## config.mk

```make
export PLATFORM = sky130hd
export DESIGN_NAME = file_job_scheduler
export DESIGN_NICKNAME = d
export VERILOG_FILES = /design/src/rtl/file_job_scheduler.sv
export SDC_FILE = /design/constraint.sdc
export NUM_CORES = 1
export LEC_CHECK = 0
export CORE_MARGIN = 3
export CORE_UTILIZATION = 46
export DETAILED_ROUTE_END_ITERATION = 10
export GPL_ROUTABILITY_DRIVEN = 0
export GPL_TIMING_DRIVEN = 1
export PLACE_DENSITY_LB_ADDON = 0.08
export SYNTH_ARGS = -nofsm -noshare
export SYNTH_HDL_FRONTEND = slang
export SYNTH_SLANG_ARGS = --single-unit
```

## constraint.sdc

```tcl
create_clock -name clk -period 2.65 [get_ports clk]
set_clock_uncertainty 0.1 [all_clocks]
set_input_delay 0.3975 -clock clk [delete_from_list [all_inputs] [get_ports clk]]
set_output_delay 0.3975 -clock clk [all_outputs]
set_load 0.02 [all_outputs]
```

## src/rtl/file_job_scheduler.sv

```systemverilog
// Round-robin scheduler sharing one file-processing engine among NREQ requesters.
// Issues one job at a time, watches for completion with a watchdog, reports done/error.
module file_job_scheduler #(
  parameter int NREQ    = 4,
  parameter int IDX_W   = 10,
  parameter int TIMEOUT = 4096,
  localparam int OW     = (NREQ > 1) ? $clog2(NREQ) : 1,
  localparam int TW     = (TIMEOUT > 1) ? $clog2(TIMEOUT) : 1
) (
  input  logic                   clk,
  input  logic                   rst,
  input  logic [NREQ-1:0]        req,
  input  logic [NREQ*IDX_W-1:0]  req_index,
  output logic [NREQ-1:0]        grant,
  output logic [NREQ-1:0]        done,
  output logic [NREQ-1:0]        error,
  output logic                   busy,
  output logic [OW-1:0]          owner,
  output logic                   eng_start,
  output logic [IDX_W-1:0]       eng_file_index,
  input  logic                   eng_finish
);

  typedef enum logic [1:0] {
    S_IDLE    = 2'd0,
    S_START   = 2'd1,
    S_WAIT    = 2'd2,
    S_RELEASE = 2'd3
  } state_t;

  state_t           state_q, state_d;
  logic [OW-1:0]    rr_ptr_q, rr_ptr_d;
  logic [OW-1:0]    owner_q, owner_d;
  logic [IDX_W-1:0] idx_q, idx_d;
  logic [TW-1:0]    timer_q, timer_d;
  logic             finish_q, finish_d;
  logic [NREQ-1:0]  grant_q, grant_d;
  logic [NREQ-1:0]  done_q, done_d;
  logic [NREQ-1:0]  error_q, error_d;
  logic             eng_start_q, eng_start_d;
  logic             busy_q, busy_d;
  logic [OW-1:0]    pick_s;
  logic             finish_rise_s;

  // First set request bit scanning from ptr upwards, wrapping mod NREQ.
  function automatic logic [OW-1:0] rr_pick(input logic [NREQ-1:0] r, input logic [OW-1:0] ptr);
    logic [OW-1:0] sel;
    logic [OW-1:0] pos;
    logic          found;
    int            j;
    sel   = '0;
    found = 1'b0;
    for (int k = 0; k < NREQ; k++) begin
      j = int'(ptr) + k;
      if (j >= NREQ) begin
        j = j - NREQ;
      end else begin
        j = j;
      end
      pos = OW'(j);
      if (!found && r[pos]) begin
        found = 1'b1;
        sel   = pos;
      end else begin
        found = found;
      end
    end
    return sel;
  endfunction

  function automatic logic [NREQ-1:0] onehot(input logic [OW-1:0] i);
    logic [NREQ-1:0] v;
    v    = '0;
    v[i] = 1'b1;
    return v;
  endfunction

  assign pick_s        = rr_pick(req, rr_ptr_q);
  assign finish_rise_s = eng_finish && !finish_q;

  // State and output registers with synchronous active-low reset.
  always_ff @(posedge clk) begin
    if (!rst) begin
      state_q     <= S_IDLE;
      rr_ptr_q    <= '0;
      owner_q     <= '0;
      idx_q       <= '0;
      timer_q     <= '0;
      finish_q    <= 1'b0;
      grant_q     <= '0;
      done_q      <= '0;
      error_q     <= '0;
      eng_start_q <= 1'b0;
      busy_q      <= 1'b0;
    end else begin
      state_q     <= state_d;
      rr_ptr_q    <= rr_ptr_d;
      owner_q     <= owner_d;
      idx_q       <= idx_d;
      timer_q     <= timer_d;
      finish_q    <= finish_d;
      grant_q     <= grant_d;
      done_q      <= done_d;
      error_q     <= error_d;
      eng_start_q <= eng_start_d;
      busy_q      <= busy_d;
    end
  end

  // Next-state and next-output logic; pulses default low, context holds.
  always_comb begin
    state_d     = state_q;
    rr_ptr_d    = rr_ptr_q;
    owner_d     = owner_q;
    idx_d       = idx_q;
    timer_d     = timer_q;
    finish_d    = eng_finish;
    grant_d     = '0;
    done_d      = '0;
    error_d     = '0;
    eng_start_d = 1'b0;
    busy_d      = busy_q;
    case (state_q)
      S_IDLE: begin
        if (|req) begin
          state_d     = S_START;
          owner_d     = pick_s;
          idx_d       = req_index[int'(pick_s)*IDX_W +: IDX_W];
          grant_d     = onehot(pick_s);
          eng_start_d = 1'b1;
          busy_d      = 1'b1;
        end else begin
          state_d = S_IDLE;
          busy_d  = 1'b0;
        end
      end
      S_START: begin
        state_d = S_WAIT;
        timer_d = '0;
        busy_d  = 1'b1;
      end
      S_WAIT: begin
        busy_d = 1'b1;
        // A finish level already present on entry never produces a rising edge here.
        if (finish_rise_s) begin
          state_d = S_RELEASE;
          done_d  = onehot(owner_q);
        end else if (timer_q == TW'(TIMEOUT - 1)) begin
          state_d = S_RELEASE;
          error_d = onehot(owner_q);
        end else begin
          timer_d = timer_q + TW'(1);
        end
      end
      S_RELEASE: begin
        state_d = S_IDLE;
        busy_d  = 1'b0;
        if (owner_q == OW'(NREQ - 1)) begin
          rr_ptr_d = '0;
        end else begin
          rr_ptr_d = owner_q + OW'(1);
        end
      end
      default: begin
        state_d = S_IDLE;
        busy_d  = 1'b0;
      end
    endcase
  end

  assign grant          = grant_q;
  assign done           = done_q;
  assign error          = error_q;
  assign busy           = busy_q;
  assign owner          = owner_q;
  assign eng_start      = eng_start_q;
  assign eng_file_index = idx_q;

endmodule

```

---- Yosys cells after proc, flatten, opt, wreduce, memory -nomap -nowiden ----
Cells that the tools add are included.
word-level totals
  word-level logic and storage cells ...... 98
  latch bits .............................. 0
  memories kept ........................... 0
  output and inout port bits .............. 26
  ROM bits ................................ 0
  memory bits (writable) .................. 0
  bits in registers ....................... 43
  bits of input ports ..................... 47
operators by class
  mux-type cells .......................... 33
  divide/modulo/power cells ............... 0
  bitwise logic cells ..................... 3
  equality and inequality tests ........... 8
  reduce and logical (&&, ||, !) cells .... 20
  order comparisons ....................... 12
  add/subtract/negate cells ............... 9
  multiply operators ...................... 1
  shift-type cells ........................ 1
operator list
  kind                   count
  $shiftx 40x7->10       1
  $mux 12                2
  $pmux 12 s2            1
  $mux 2                 11
  $lt 2x3->1 const B     6
  $add 12x1->12 const B  1
  $eq 12x12->1 const B   1
  $mux 1                 11
  $ge 3x3->1 const B     3
  $reduce_and 3->1       3
  $bmux 1 s2             4
  $pmux 2 s4             1
  $reduce_or 4->1        2
  $sub 2x1->2 const B    4
  $add 2x2->3 const B    2
  $eq 2x2->1 const B     3
  $logic_and 1x1->1      6
  $mul 2x3->5 const B    1
  $demux 1 s2            2
  $ge 2x1->1 const B     2
  $logic_not 1->1        4
  $ne 2x2->1 const B     2
  $reduce_and 2->1       2
  $add 2x1->3 const B    1
  9 further kinds        11

---- Depth between registers and ports, before layout ----
Gate-level depths: netlist (run 1).
  depth after elaboration ................. 18
  mapped depth ............................ 8
  gate-level depth less buffers ........... 7

---- Least setup slack after synthesis (run 1) ----
No wires, ideal clock.
  path kind ............................... input -> register
  from .................................... input req[0]
  to ...................................... register idx_q[9] (netlist: eng_file_index[9])
  path slack .............................. 0.710 ns
  setup time .............................. 0.128 ns
  stages .................................. 8
  arrival time ............................ 1.712 ns
  path buffers ............................ 3
  data required time ...................... 2.422 ns
  cells stage by stage .................... buf_6 nor2b_4 or4_4 buf_6 buf_8 and3_1 o21ai_1 a21oi_1
between the ends
  cells in the longest elaborated chain, start to end .. 14
  elaborated cells on any way between the ends .. 25
  classes of those cells .................. mul: 1; shift: 1; mux: 15; reduce/logical: 8
ends and longest elaborated chain
  what                          line  RTL
  start, declared               12    input logic [NREQ-1:0] req,
  $bmux 1 s2                    61    if (!found && r[pos]) begin
  $mux 1 (not written as such)  61
  $mux 1                        61
  $logic_not 1->1               61
  $logic_and 1x1->1             61
  $mux 1                        61
  $logic_not 1->1               61
  $logic_and 1x1->1             61
  $mux 1                        61
  $logic_not 1->1               61
  $logic_and 1x1->1             61
  $mux 2                        61
  $mul 2x3->5                   128   idx_d = req_index[int'(pick_s)*IDX_W +: IDX_W];
  $shiftx 40x7->10              128
  end signal, assigned          99    idx_q <= idx_d;
  end, declared                 34    logic [IDX_W-1:0] idx_q, idx_d;
Several ways; a longest one is shown, not always the timed one. The select of a mux whose other input is x is not followed.
A chain may end at the register's enable or synchronous reset.

---- Worst setup path after layout (run 1) ----
  from .................................... input req[1]
  to ...................................... register idx_q[6] (netlist: eng_file_index[6])
Same word-level chain as after synthesis.

==> reports/results.tsv, run 1 <==
metric	value	unit
status	finished, final reports clean	
start_util	48.7	%
worstSetupPathType	in2reg	
ant_nets	0	
drv_slew	0	
intPower	1.37	mW
io_pins	73	
vdd_drop_max	0.537	mV
yosysMostFrequentCell	dfxtp_1	
power_density	718	nW/um2
yosys-top-cells-count	dfxtp_1, nor2_1, a21oi_1	
clk-insertion-delay-late	0.29	ns
crit_path_start_kind	input pin	
syn_to_final_growth	38.9	%
fin_crit_sh	81.2	%
io_buffer_count	72	
post-place-cells	367	
ys_ff_latch	43	
rsz0062_at_grt	no	
worst_ep_required_time	2.77	ns
grtUsageTotal	20.3	%
final_nets	377	
cts_resized	0	
period_needed	2.15	ns
cts_num_sinks	43	
p_clk_share	18.6	%
vias	2058	
dr.pass1.iters	4	
rows	24	
worst_slack	0.498	ns
routed_via_density	5.50	
seq_area_frac_synth	39.5	%
ys_types	53	
tritoncts	built	
instances_no_fill	374	
ys_warn_count	0	
maxSlewHeadroom	42.9	%
holdBufCountCts	0	
coreArea	4470	um2
synth_area_per_cell	8.78	um2
fmax	465	MHz
p_switching	803	uW
worst_pin_slew	0.856	ns
grt_max_degree	20	
final_layout_size_suffix_gt1_share	6.52	%
hold_viol_final	0	
drcViolationCount	0	
max-cap-violations	0	
n_antenna_cell	0	
ys.flop_type	dfxtp_1	
pre_cts_slack	0.197	ns
synth.area.top_cells	dfxtp_1, ha_1, nor2_1, a21oi_1, a221oi_1	
cts-root-buf	clkbuf_8	
grt_pass1_vias	1851	
cts_buffers	5	
die_y	74.8	um
tns	0	ns
power_frac_comb	43.3	%
wl_per_cell	14.7	um
first_iter_violations	106	
dieWidth	74.8	um
die_area	5600	um2
cp-end-kind	flop	
hpwl	4180	um
grt_pass1_wl	8760	um
antenna_found_initial	0	
synth.top_cell.area_share	39.5	%
grt-ovfl-total	0	
finalSetupViolations	0	
clock_path_buffers	2	
syn-instance-count	248	
synth_area	2180	um2
postCtsSetupBuffers	0	
p_leak	1.12	nW
crit_fanout	10	
synth-async-reset-ratio	0	%
syn_nets	303	
swShare	36.9	%
synth_area_leader_cell	dfxtp_1	
min_path_type	reg2reg	
worstPathArrival	2.27	ns
clk_pin_slew	0.08	ns
h-tree-depth	2	
p_seq_share	38.1	%
synth_enable_flop_cells	0	
wl	5510	um
[state kept, by name (all words and copies together), names as in the netlist]
| signal | count |
|---|---|
| owner | 2 |
| eng_file_index | 10 |
| state_q | 2 |
| done | 4 |
| timer_q | 12 |
| error | 4 |
| eng_start | 1 |
| grant | 4 |
| busy | 1 |
| finish_q | 1 |
| rr_ptr_q | 2 |
[cell families after synthesis]
family	count (synthesis)	share of synthesized area [%]
simple gates	84	21.1
compound gates	79	24.2
flops	43	39.5
buf+inv	21	5.11
xor+xnor	9	3.62
fa+ha+maj	8	4.60
mux	4	1.84
[metrics by stage]
step	total power [mW]	hold WS, ns	cell area [um2]	util, %
finish	2.17	0.394	3030	67.6
global route	2.32	0.416	3030	67.6
CTS	2.18	0.398	3030	67.6
detailed placement	1.78	0.386	2940	65.8
global placement	1.76	0.372	2940	65.8
floorplan	1.39	0.358	2180	-
[critical path, stage by stage]
cell and delay, ns:
clkdlybuf4s50_1 0.46, or2_1 0.31, o2bb2ai_1 0.71, a221oi_1 0.21, a21oi_1 0.18
[cells in the final DEF, fill, tap and decap left out, types with 9 or more instances in the layout]
master / count
clkdlybuf4s50_1: 72
dfxtp_1: 43
nor2_1: 22
a21oi_1: 16
o21ai_0: 15
and3_1: 11
o21ai_1: 11
and2_1: 11
a221oi_1: 9
[power by group through the flow]
stage / clock network, mW / logic, mW / registers, mW
6_report: 0.404 / 0.942 / 0.827
3_3_place_gp: 0 / 0.927 / 0.837
2_1_floorplan: 0 / 0.439 / 0.946
4_1_cts: 0.412 / 0.945 / 0.828
5_1_grt: 0.434 / 1.04 / 0.844
3_5_place_dp: 0 / 0.943 / 0.841
[area by class of cell]
| type | count | area, um2 |
|---|---|---|
| Clock buffer | 5 | 68.8 |
| Clock inverter | 2 | 13.8 |
| Fill cell | 392 | 1450 |
| Inverter | 8 | 30.0 |
| Multi-Input combinational cell | 184 | 1210 |
| Sequential cell | 43 | 861 |
| Tap cell | 52 | 65.1 |
| Timing Repair Buffer | 80 | 781 |
[final timing paths]
kind	from	end	slack, ns	depth (start not counted)
setup / recovery	req[1]	eng_file_index[6]	0.50	5
hold / removal	timer_q[5]	timer_q[5]	0.39	2
setup reg to reg	state_q[0]	timer_q[11]	0.52	7
hold reg to reg	timer_q[5]	timer_q[5]	0.39	2
[layer usage]
| metal | GRT usage (%) | share of wire, % |
|---|---|---|
| met5 | 0 | 0 |
| met3 | 4.41 | 5.1 |
| met2 | 32.7 | 45 |
| met4 | 4.15 | 0.84 |
| met1 | 28.1 | 49 |
Note: power is estimated with default switching activity, not from simulation.
==> run 2: changes to the inputs <==
- CORE_UTILIZATION: 46 -> 41
- clock period: 2.65 -> 1.87 ns (I/O delays scaled with it)
==> reports/results.tsv, run 2 (synthesized netlist as in run 1, its figures left out) <==
metric	value	unit
status	finished, final reports clean	
ant_nets	0	
vias	2205	
p_switching	1.25	mW
wl	6430	um
cts-root-buf	clkbuf_8	
rows	25	
tritoncts	built	
hpwl	4570	um
die_y	78.9	um
final_common_cell	clkdlybuf4s50_1	
worstSetupPathType	reg2reg	
first_iter_violations	111	
max-cap-violations	0	
clk_pin_slew	0.09	ns
fin_crit_sh	98.5	%
worst_ep_required_time	1.96	ns
n_antenna_cell	0	
cts_buffers	5	
final_cell_mix	clkdlybuf4s50_1, dfxtp_1, buf_4	
instances_no_fill	417	
fmax	543	MHz
crit_path_start_kind	flop	
grt_pass1_vias	2046	
power_frac_comb	47.0	%
dieWidth	78.9	um
vdd_drop_max	0.513	mV
grt_max_degree	19	
cp-end-kind	flop	
p_leak	1.27	nW
min_path_type	reg2reg	
worst_pin_slew	0.461	ns
coreArea	4910	um2
hold_viol_final	0	
io_buffer_count	72	
p_clk_share	18.3	%
intPower	2.12	mW
grt-ovfl-total	0	
top_register	timer_q	
syn_to_final_growth	53.4	%
die_area	6220	um2
drcViolationCount	0	
final_layout_size_suffix_gt1_share	19.1	%
grt_pass1_wl	10100	um
worstPathArrival	1.93	ns
largest_reg_flops	12	
wl_per_cell	15.4	um
clk-insertion-delay-late	0.30	ns
cts_num_sinks	43	
crit_fanout	3	
clock_path_buffers	2	
finalSetupViolations	0	
period_needed	1.84	ns
rsz0062_at_grt	yes	
drv_slew	0	
final_nets	404	
p_seq_share	34.7	%
routed_via_density	5.29	
dr.pass1.iters	4	
maxSlewHeadroom	69.0	%
antenna_found_initial	0	
power_density	1010	nW/um2
io_pins	73	
swShare	37.1	%
h-tree-depth	2	
fin_worst_hold_slack	0.397	ns
post-place-cells	407	
start_util	44.4	%
grtUsageTotal	20.4	%
-- run 2: changes by cell type in the layout (fill, tap and decap cells not counted), moves of 3 or more --
cell / previous run / this run
nor2_1: 22 / 19
or4_4: 1 / 4
buf_4: 8 / 33
nor2_2: 0 / 3
-- run 2: metal layers --
metal	part of all wire [%]	global-route usage, %	vias to the layer above	wire [um]
met5	0	0	-	0
met4	0.68	3.61	0	44
met2	46	32.4	77	2950
met1	47	29.1	1011	3030
met3	6.3	3.74	5	407
li1	-	-	1112	-
-- run 2: critical path, cell delays in order, from the launching register on --
cell and delay, ns:
dfxtp_2 0.34, inv_2 0.05, ha_1 0.31, inv_1 0.09, or3_4 0.42, a21oi_1 0.18
xnor2_1 0.17, nor2_1 0.08
-- run 2: path summary, 6_finish.rpt --
kind | startpoint | cells past startpoint | slack, ns | to
setup reg to reg | state_q[0] | 7 | 0.03 | timer_q[6]
setup / recovery | state_q[0] | 7 | 0.03 | timer_q[6]
hold / removal | state_q[0] | 2 | 0.40 | state_q[0]
hold reg to reg | state_q[0] | 2 | 0.40 | state_q[0]
-- run 2: area by class of cell --
type	instances	area, um2
clock buffer	5	68.8
clock inverter	3	23.8
fill	436	1570
inverter	8	30.0
multi-input combinational	186	1300
sequential	43	863
tap	67	83.8
timing repair buffer	105	973
-- run 2: stage by stage --
stage | util, % | setup TNS, ns | total power [mW] | instance area (um2) | worst slack [ns]
after global routing | 68.0 | -0.196 | 3.60 | 3340 | -0.0883
final | 68.0 | 0 | 3.38 | 3340 | 0.0288
after CTS | 66.2 | -0.0618 | 3.35 | 3250 | -0.0321
after floorplan | - | 0 | 1.96 | 2180 | 0.00482
after global placement | 64.1 | -3.73 | 2.70 | 3150 | -0.299
after detailed placement | 64.1 | -4.53 | 2.72 | 3150 | -0.365
-- run 2: repair_timing --
item / CTS / global route
gates cloned: 1 / 1
resized for setup: 1 / 23
pin swaps: 0 / 5
hold buffers: 0 / 0
setup buffers: 0 / 0
endpoints found under the setup margin: 11 / 23
-- run 2: power by group through the flow --
stage          clock (mW)  combinational (mW)  sequential, mW
3_3_place_gp            0                1.52            1.18
5_1_grt             0.670                1.74            1.19
3_5_place_dp            0                1.53            1.18
4_1_cts             0.631                1.55            1.17
2_1_floorplan           0               0.622            1.34
6_report            0.617                1.59            1.17
==> run 3: changes to the inputs <==
- CORE_UTILIZATION: 41 -> 25
- SETUP_SLACK_MARGIN: unset -> 0.02
- SLEW_MARGIN: unset -> 20
==> reports/results.tsv, run 3 (synthesized netlist as in run 1, its figures left out) <==
metric	value	unit
instances_no_fill	459	
use_met1	18.4	%
rows	33	
tns	0	ns
drv_slew	0	
dieWidth	99.3	um
power_frac_comb	47.0	%
cts_buffers	5	
top_register	timer_q	
crit_end	eng_file_index[6]	
wl	6590	um
crit_start	req[2]	
clk_pin_slew	0.08	ns
largest_reg_flops	12	
first_iter_violations	56	
die_area	9870	um2
worst_slack	0.0841	ns
p_leak	1.30	nW
cp-end-kind	flop	
n_antenna_cell	0	
vias	2197	
r2r_slack	0.13	ns
p_switching	1.28	mW
fin_crit_sh	95.5	%
power_density	1040	nW/um2
finalPower	3.63	mW
swShare	35.3	%
cts-root-buf	clkbuf_8	
r2r_cells	7	
hpwl	4840	um
tritoncts	built	
holdBufCountCts	0	
finalSetupViolations	0	
final_layout_size_suffix_gt1_share	22.0	%
grt_use_met3	4.49	%
grt_max_degree	19	
final_common_cell	clkdlybuf4s50_1	
rsz0062_at_grt	no	
final_cell_mix	clkdlybuf4s50_1, dfxtp_1, buf_4	
vdd_drop_max	0.460	mV
crit_path_start_kind	input pin	
routed_via_density	4.79	
grt_pass1_wl	10800	um
r2r_end	timer_q[8]	
cts_num_sinks	43	
pre_cts_slack	-0.360	ns
start_util	26.1	%
grt-ovfl-total	0	
regArea	867	um2
multi_input_area	1350	um2
period_needed	1.79	ns
max-cap-violations	0	
io_pins	73	
grt_pass1_vias	2258	
grt_use_met2	20.7	%
worst_ep_required_time	1.94	ns
wl_per_cell	14.4	um
antenna_found_initial	0	
h-tree-depth	2	
worst_pin_slew	0.519	ns
worstPathArrival	1.86	ns
grtUsageTotal	13.6	%
top_usage_layer	met2	
worstSetupPathType	in2reg	
io_buffer_count	72	
fmax	560	MHz
post-place-cells	447	
die_y	99.3	um
coreArea	8340	um2
clock_path_buffers	2	
ant_nets	0	
p_seq_share	32.3	%
dr.pass1.iters	4	
clk-insertion-delay-late	0.29	ns
syn_to_final_growth	60.1	%
status	finished, final reports clean	
final_nets	408	
drcViolationCount	0	
fillers	859	
crit_fanout	5	
rr_startpoint	state_q[0]	
min_path_type	reg2reg	
fin_util	41.8	%
intPower	2.35	mW
p_clk_share	20.7	%
hold_viol_final	0	
maxSlewHeadroom	65.4	%
## run 3: repair_timing
item | CTS | global route
pin swaps | 3 | 1
gates resized for setup | 12 | 22
cloned | 2 | 0
buffers inserted | 1 | 1
setup endpoints to repair | 15 | 27
## run 3: worst min-delay path by stage
stage	from	slack, ns	cells past startpoint	end
2_1_floorplan	eng_finish	0.30	1	finish_q
3_3_place_gp	timer_q[5]	0.38	2	timer_q[5]
3_5_place_dp	eng_file_index[7]	0.39	2	eng_file_index[7]
4_1_cts	eng_file_index[7]	0.40	2	eng_file_index[7]
5_1_grt	eng_file_index[7]	0.44	2	eng_file_index[7]
6_report	eng_file_index[7]	0.39	2	eng_file_index[7]
## run 3: stage by stage
step	instance area (um2)	hold slack, ns
2_1_floorplan	2180	0.302
3_3_place_gp	3210	0.382
3_5_place_dp	3210	0.389
4_1_cts	3390	0.401
5_1_grt	3490	0.438
6_report	3490	0.390
## run 3: critical path, cell delays in order
cell,delay (ns)
dlygate4sd2_1,0.25
and2b_2,0.23
buf_4,0.15
or4_4,0.56
and3_1,0.19
o21ai_1,0.12
a21oi_1,0.08
## run 3: power groups by stage
| stage | clock (mW) | sequential (mW) | combinational, mW |
|---|---|---|---|
| after floorplan | 0 | 1.34 | 0.622 |
| final | 0.751 | 1.17 | 1.70 |
| after CTS | 0.786 | 1.17 | 1.64 |
| after detailed placement | 0 | 1.19 | 1.60 |
| after global placement | 0 | 1.19 | 1.60 |
| after global routing | 0.818 | 1.20 | 1.87 |
## run 3: layout make-up
class	count	share of cell area, %
tap	105	3.77
timing repair buffer	109	28.5
multi-input combinational	186	38.6
clock buffer	6	2.37
inverter	8	0.861
sequential	43	24.9
clock inverter	2	1.00
## run 3: metal layers
layer  routed length, um  vias up
li1                    -     1121
met1                3120     1007
met2                2920       61
met3                 483        8
met4                  70        0
met5                   0        -
